<file path="config.mk">
export PLATFORM = sky130hd
export DESIGN_NAME = clock_time_core
export DESIGN_NICKNAME = d
export VERILOG_FILES = /design/src/rtl/clock_time_core.sv
export SDC_FILE = /design/constraint.sdc
export NUM_CORES = 1
export LEC_CHECK = 0
export CAP_MARGIN = 10
export CORE_AREA = 2 2 107 109
export DETAILED_ROUTE_END_ITERATION = 7
export DIE_AREA = 0 0 109 111
export PLACE_DENSITY_LB_ADDON = 0.12
export SLEW_MARGIN = 0
export SYNTH_ARGS = -nofsm -noshare
export SYNTH_HDL_FRONTEND = slang
export SYNTH_SLANG_ARGS = --single-unit
</file>
<file path="constraint.sdc">
create_clock -name clk -period 2.05 [get_ports clk]
set_clock_uncertainty 0.05 [all_clocks]
set_input_delay 0.205 -clock clk [delete_from_list [all_inputs] [get_ports clk]]
set_output_delay 0.205 -clock clk [all_outputs]
set_load 0.02 [all_outputs]
</file>
<file path="src/rtl/clock_time_core.sv">
// clock_time_core: 24-hour BCD time-keeping core with a button-driven set mode.
//
// Ports:
//   clk       in   system clock
//   rst       in   asynchronous reset, active-low
//   sec_in    in   1 Hz level, synchronous to clk; its rising edge advances one second
//   btn_mode  in   raw mode button (active-high, bouncy): RUN -> SET_HOUR -> SET_MIN -> RUN
//   btn_up    in   raw increment button (active-high, bouncy), used in the set states
//   digit1..6 out  BCD digits: sec ones/tens, min ones/tens, hour ones/tens (registered)
//   set_mode  out  2'b00 RUN, 2'b01 SET_HOUR, 2'b10 SET_MIN
//   blank     out  (CLOCK_BLINK_EN only) per-digit blank, bit i blanks digit(i+1)
//
// Optional feature macro: CLOCK_BLINK_EN adds the blank output and the blink flag that
// flashes the field being edited.

module clock_time_core #(
    parameter int unsigned DEBOUNCE_CYCLES = 500000,
    parameter int unsigned DB_W            = 20
) (
    input  logic       clk,
    input  logic       rst,
    input  logic       sec_in,
    input  logic       btn_mode,
    input  logic       btn_up,
    output logic [3:0] digit1,
    output logic [3:0] digit2,
    output logic [3:0] digit3,
    output logic [3:0] digit4,
    output logic [3:0] digit5,
    output logic [3:0] digit6,
`ifdef CLOCK_BLINK_EN
    output logic [5:0] blank,
`endif
    output logic [1:0] set_mode
);

    typedef enum logic [1:0] {
        StRun     = 2'b00,
        StSetHour = 2'b01,
        StSetMin  = 2'b10
    } state_e;

    localparam logic [DB_W-1:0] DbLast = DB_W'(DEBOUNCE_CYCLES - 1);

    // Hours 00..23 in BCD, wrapping 23 -> 00.
    function automatic logic [7:0] inc_hours(input logic [7:0] h);
        if (h == 8'h23)             return 8'h00;
        else if (h[3:0] == 4'd9)    return {h[7:4] + 4'd1, 4'd0};
        else                        return {h[7:4], h[3:0] + 4'd1};
    endfunction

    // Minutes 00..59 in BCD, wrapping 59 -> 00.
    function automatic logic [7:0] inc_min(input logic [7:0] m);
        if (m == 8'h59)             return 8'h00;
        else if (m[3:0] == 4'd9)    return {m[7:4] + 4'd1, 4'd0};
        else                        return {m[7:4], m[3:0] + 4'd1};
    endfunction

    state_e               state_q, state_d;
    logic                 sec_q;
    logic                 tick;
    logic [3:0]           s0_q, s1_q, m0_q, m1_q, h0_q, h1_q;
    logic [3:0]           s0_d, s1_d, m0_d, m1_d, h0_d, h1_d;

    // Debounce state; index 0 is the mode button, index 1 the up button.
    logic [1:0]           btn_raw;
    logic [1:0][DB_W-1:0] db_cnt_q, db_cnt_d;
    logic [1:0]           db_lvl_q, db_lvl_d, db_prev_q;
    logic [1:0]           press;
    logic                 mode_press, up_press;

    assign btn_raw    = {btn_up, btn_mode};
    assign press      = db_lvl_q & ~db_prev_q;
    assign mode_press = press[0];
    assign up_press   = press[1];
    assign tick       = sec_in & ~sec_q;

    always_comb begin
        db_cnt_d = '0;
        db_lvl_d = db_lvl_q;
        for (int i = 0; i < 2; i++) begin
            if (btn_raw[i] != db_lvl_q[i]) begin
                if (db_cnt_q[i] == DbLast) begin
                    db_lvl_d[i] = btn_raw[i];
                end else begin
                    db_cnt_d[i] = db_cnt_q[i] + 1'b1;
                end
            end
        end
    end

    always_comb begin
        state_d = state_q;
        s0_d    = s0_q;
        s1_d    = s1_q;
        m0_d    = m0_q;
        m1_d    = m1_q;
        h0_d    = h0_q;
        h1_d    = h1_q;
        case (state_q)
            StRun: begin
                if (tick) begin
                    if (s0_q != 4'd9) begin
                        s0_d = s0_q + 4'd1;
                    end else begin
                        s0_d = 4'd0;
                        if (s1_q != 4'd5) begin
                            s1_d = s1_q + 4'd1;
                        end else begin
                            s1_d = 4'd0;
                            {m1_d, m0_d} = inc_min({m1_q, m0_q});
                            if ({m1_q, m0_q} == 8'h59) begin
                                {h1_d, h0_d} = inc_hours({h1_q, h0_q});
                            end
                        end
                    end
                end
                if (mode_press) state_d = StSetHour;
            end
            StSetHour: begin
                if (up_press)   {h1_d, h0_d} = inc_hours({h1_q, h0_q});
                if (mode_press) state_d = StSetMin;
            end
            StSetMin: begin
                if (up_press) {m1_d, m0_d} = inc_min({m1_q, m0_q});
                if (mode_press) begin
                    state_d = StRun;
                    s0_d    = 4'd0;
                    s1_d    = 4'd0;
                end
            end
            default: state_d = StRun;
        endcase
    end

    always_ff @(posedge clk or negedge rst) begin
        if (!rst) begin
            state_q   <= StRun;
            sec_q     <= 1'b0;
            db_cnt_q  <= '0;
            db_lvl_q  <= '0;
            db_prev_q <= '0;
            s0_q      <= 4'd0;
            s1_q      <= 4'd0;
            m0_q      <= 4'd0;
            m1_q      <= 4'd0;
            h0_q      <= 4'd0;
            h1_q      <= 4'd0;
        end else begin
            state_q   <= state_d;
            sec_q     <= sec_in;
            db_cnt_q  <= db_cnt_d;
            db_lvl_q  <= db_lvl_d;
            db_prev_q <= db_lvl_q;
            s0_q      <= s0_d;
            s1_q      <= s1_d;
            m0_q      <= m0_d;
            m1_q      <= m1_d;
            h0_q      <= h0_d;
            h1_q      <= h1_d;
        end
    end

`ifdef CLOCK_BLINK_EN
    logic blink_q, blink_d;

    // Toggle on both sec_in edges; an up press shows the edited field at once.
    always_comb begin
        blink_d = blink_q;
        if (sec_in != sec_q) blink_d = ~blink_q;
        if (up_press)        blink_d = 1'b0;
    end

    always_ff @(posedge clk or negedge rst) begin
        if (!rst) blink_q <= 1'b0;
        else      blink_q <= blink_d;
    end

    always_comb begin
        blank = '0;
        case (state_q)
            StSetHour: blank[5:4] = {2{blink_q}};
            StSetMin:  blank[3:2] = {2{blink_q}};
            default:   blank      = '0;
        endcase
    end
`endif

    assign digit1   = s0_q;
    assign digit2   = s1_q;
    assign digit3   = m0_q;
    assign digit4   = m1_q;
    assign digit5   = h0_q;
    assign digit6   = h1_q;
    assign set_mode = state_q;

endmodule

</file>
Yosys cells after proc, flatten, opt, wreduce, memory -nomap -nowiden
Index checks and enable logic that the tools add are counted.
W data, S select, Z words.
- register bits: 71
- bits of input ports: 5
- output and inout port bits: 26
- word-level logic and storage cells: 98
- add/subtract/negate cells: 8
- equality and inequality tests: 21
- muxes and demuxes: 42
- bitwise logic cells: 4
- reductions and logical operators: 10
- operators by type and width (operator ; number):
    $mux W4 ; 24
    $mux W20 ; 4
    $pmux W4 S2 ; 6
    $add A20 B1 Y20 const B ; 2
    $eq A20 B19 Y1 const B ; 2
    $mux W8 ; 4
    $add A4 B1 Y4 const B ; 6
    $ne A2 B2 Y1 const B ; 9
    $eq A4 B4 Y1 const B ; 2
    $eq A8 B6 Y1 const B ; 1
    $eq A8 B7 Y1 const B ; 1
    $mux W2 ; 3
    $pmux W2 S3 ; 1
    $reduce_and A3 Y1 ; 2
    $reduce_and A6 Y1 ; 1
    $reduce_and A5 Y1 ; 1
    $ne A4 B3 Y1 const B ; 1
    $ne A4 B4 Y1 const B ; 1
    $reduce_and A2 Y1 ; 2
    $reduce_and A4 Y1 ; 1
    $reduce_bool A2 Y1 ; 2
    $and A2 B2 Y2 ; 1
    $eq A2 B1 Y1 const B ; 1
    $eq A2 B2 Y1 const B ; 1
    5 further kinds ; 6

Longest topological paths before layout
- word-level depth: 8
- mapped depth: 9
- mapped depth without buffers: 7

Least setup slack after synthesis
No wires, ideal clock.
- path type: register to register
- start point: register state_q[1], in the netlist set_mode[1]
- end point: register m0_q[2], in the netlist digit3[2]
- setup time: 128 ps
- arrival time: 1866 ps
- data required time: 1872 ps
- setup slack: 6 ps
- stages on the path, launching flop included: 7
- path buffers: 2
- clock period less this slack: 2044 ps
- path through: dfrtp_1 > buf_6 > or3b_1 > a211o_1 > clkbuf_1 > nor2_1 > mux2_1
- word-level cells in the longest chain between the ends: 3
- elaborated cells between the ends (all ways): 9
- classes of those cells: 5 x eq/ne; 1 x mux; 3 x reduce/logical
- ends and longest elaborated chain (item ; line ; source):
    from (decl) ; 59 ; state_e state_q, state_d;
    from (signal assigned) ; 138 ; state_q <= StRun;
    from (signal assigned) ; 150 ; state_q <= state_d;
    $eq A2 B2 Y1 or $logic_not A2 Y1 (tied branches) ; 100 ; case (state_q)
    $ne A2 B2 Y1 (no line) or $reduce_bool A2 Y1 (tied branches) ; n/a ;
    $reduce_and A5 Y1 (no line) ; n/a ;
    to (signal assigned) ; 157 ; m0_q <= m0_d;
    to (decl) ; 62 ; logic [3:0] s0_q, s1_q, m0_q, m1_q, h0_q, h1_q;
Several ways; a longest one is shown, not always the timed one.
A chain may end at the register's enable or synchronous reset.

==> reports/metrics.yaml <==
status:
  status: "finished, final reports clean"
min_path:
  hp-class: "in -> async"
synthesis:
  yosysTopAreaCellShare_pct: 49.84
  yosys-top-cells-area: "dfrtp_1 (50%), xor2_1 (6.9%), nor2_1 (6.0%), ha_1 (4.9%), xnor2_1 (3.2%)"
  synth_top_cell_by_area: "dfrtp_1"
  synth_area_um2: 3565
  yosys.cell_types.count: 45
  synth.yosys.seq_area_share_pct: 49.84
  syn-instance-count: 354
  synthesis.nets: 373
  syn_area_per_cell_um2: 10.07
  synth_seq_cells: 71
  ys_warn_count: 0
critical_path:
  r2r_end: "db_cnt_q[25]"
  worst_ep_required_time_ns: 2.21
  r2r-start: "db_cnt_q[32]"
  rrSetupSlack_ns: 0.10
  cp-start-kind: "register"
  critical_path_class: "reg -> reg"
  crit_arrival_ns: 2.11
  cp_max_fo: 20
  end_kind: "register"
  rr_worst_depth: 6
finish:
  layout.nets: 436
  syn_to_final_growth_pct: 28.85
  antenna_cells: 0
  drive_gt1_share_pct: 12.56
  fillers: 1104
drt:
  vias: 2630
  detail_route.wl_per_cell_um: 12.46
  ant_nets: 0
  vias_per_cell: 4.655
  dr.pass1.iters: 4
  remaining_drc_errors: 0
  drt_iter0_drc: 80
  routed_wl_um: 7038
die:
  start_util_pct: 32.18
  pin_count: 31
  die_w_um: 109
  die_h_um: 111
  dieArea_um2: 12100
  rows: 39
  core_area_um2: 11080
power:
  p_seq_share_pct: 40.7
  swShare_pct: 24.01
  p_sw_uw: 893.9
  leakage_uw: 0.002034
  peakVddDrop_mv: 0.4379
  power.share.clock_pct: 45.9
  p_int_uw: 2828
  power_density_nw_per_um2: 810.4
  power.share.combinational_pct: 13.4
sta:
  post-route-period-util_pct: 94.94
  slew_headroom_pct: 73.37
  hold_ws_ns: 0.2859
  fin_crit_ns: 1.946
  slew_violations: 0
  fmax_ghz: 0.5138
  finalSetupTns_ns: 0
  tightestPinTransition_ns: 0.3943
  hold_viol: 0
  rsz0062_at_grt: "false"
  finalSetupViolations: 0
run:
  drv_cap: 0
cts:
  cts.sinks: 71
  cts_tree: "yes"
  cts_made_buffers: 9
  root_buffer: "clkbuf_16"
  cts_setup_buffers: 0
  clk-insertion-delay-late_ns: 0.33
  clk_pin_slew_ns: 0.06
  clock_path_buffers: 2
  h-tree-depth: 3
grt:
  grt_pass1_vias: 2694
  track_usage_pct: 12.80
  grt_pass1_wl_um: 12440
  overflow: 0
  grt_max_degree: 33
  antenna_found_initial: 0
place:
  gp_congestion: 0.7505
  portBuffers: 30
  place_hpwl_um: 5047
[Yosys cell counts (all sizes together)]
master	count
dfrtp	71
nor2	57
xor2	28
nand2	22
nand3	19
o21ai	17
ha	14
nand4	14
xnor2	13
inv	12
and3	11
nand2b	10
buf	7
nor3	7
mux2	6
o31ai	6
and3b	4
or2	4
a21o	3
and4	3
nand3b	3
nor2b	3
nor4	3
or4	2
a211o	1
a21oi	1
a2bb2oi	1
a31oi	1
clkbuf	1
mux2i	1
nand4b	1
nor4b	1
nor4bb	1
o21a	1
o41ai	1
or2b	1
or3	1
or3b	1
or4b	1
[final cells by class]
type	instances	area [um^2]	area share (%)
Clock buffer	11	252.7	5.503
Clock inverter	5	80.08	1.743
Inverter	12	45.04	0.9807
Multi-Input combinational cell	263	1699	36.99
Sequential cell	71	1777	38.68
Tap cell	143	178.9	3.895
Timing Repair Buffer	60	560.5	12.20
[worst max path at each step]
stage	startpoint	to	cells past startpoint
2_1_floorplan	set_mode[1]	digit3[2]	6
3_3_place_gp	sec_in	digit4[1]	5
3_5_place_dp	sec_in	digit4[0]	5
4_1_cts	db_cnt_q[32]	db_cnt_q[25]	6
5_1_grt	db_cnt_q[32]	db_cnt_q[27]	6
6_report	db_cnt_q[32]	db_cnt_q[25]	6
[power by group through the flow]
stage | Sequential, uW | Clock (uW) | Combinational, uW
6_report | 1520 | 1710 | 498
3_5_place_dp | 1540 | 0 | 505
4_1_cts | 1520 | 1780 | 507
5_1_grt | 1520 | 1840 | 554
2_1_floorplan | 1620 | 0 | 156
3_3_place_gp | 1540 | 0 | 499
[registers in the layout, summed over array words and instances, names as in the netlist, 4 cells and up]
register and count:
db_cnt_q 40, digit1 4, digit2 4, digit3 4, digit4 4, digit5 4, digit6 4
[logic make-up (layout without fill, tap and decap cells)]
kind of cell / Yosys count / after routing / synth area share, %
and+or+nand+nor: 169 / 169 / 24.78
adders and majority gates: 14 / 14 / 4.914
xor gates and xnor gates: 41 / 41 / 10.07
muxes: 7 / 7 / 2.176
DFF: 71 / 71 / 49.84
AOI/OAI and AO/OA: 32 / 32 / 5.686
buffers and inverters: 20 / 88 / 2.527
[critical path: stages, from the launching register on]
cell and delay (ns):
dfrtp_1 0.40, or4_1 0.53, nor4_1 0.31, buf_4 0.17, or2_1 0.13, buf_12 0.16
nor2_1 0.06
[metal layers]
layer / part of all wire, % / track usage, %
met1: 50 / 17.19
met2: 45 / 19.83
met3: 3.4 / 2.763
met4: 1.5 / 5.385
met5: 0 / 0
[cells in the final DEF (no fill, tap or decap), types with 3 or more instances in the layout]
cell type / count
nand2b_1: 9
and3_1: 11
nor3_1: 7
xor2_1: 28
nor2b_1: 3
o31ai_1: 5
buf_4: 26
inv_1: 12
buf_12: 3
and3b_1: 4
clkdlybuf4s50_1: 29
nand3_1: 19
nand4_1: 14
xnor2_1: 13
nor2_1: 57
nand2_1: 22
and4_1: 3
nor4_1: 3
ha_1: 14
o21ai_1: 14
o21ai_0: 3
clkbuf_16: 9
mux2_1: 4
or2_1: 3
nand3b_1: 3
dfrtp_1: 71
[stage by stage]
step / utilization, % / area (um^2) / setup WS, ns / power, uW / cells
after floorplan: - / 3565 / 0.006270 / 1778 / 354
after global placement: 38.36 / 4249 / -0.1135 / 2037 / 548
after detailed placement: 38.36 / 4249 / -0.1317 / 2046 / 548
after CTS: 41.45 / 4592 / 0.07542 / 3804 / 565
after global routing: 41.47 / 4593 / 0.009777 / 3917 / 565
final: 41.47 / 4593 / 0.1037 / 3722 / 565
[what timing repair did]
item                                   4_1_cts  5_1_grt
resized for setup                            0        1
setup endpoints to repair                    0        1
hold buffers                                 1        0
endpoints found under the hold margin       14        0
Note: power is estimated with default switching activity, not from simulation.
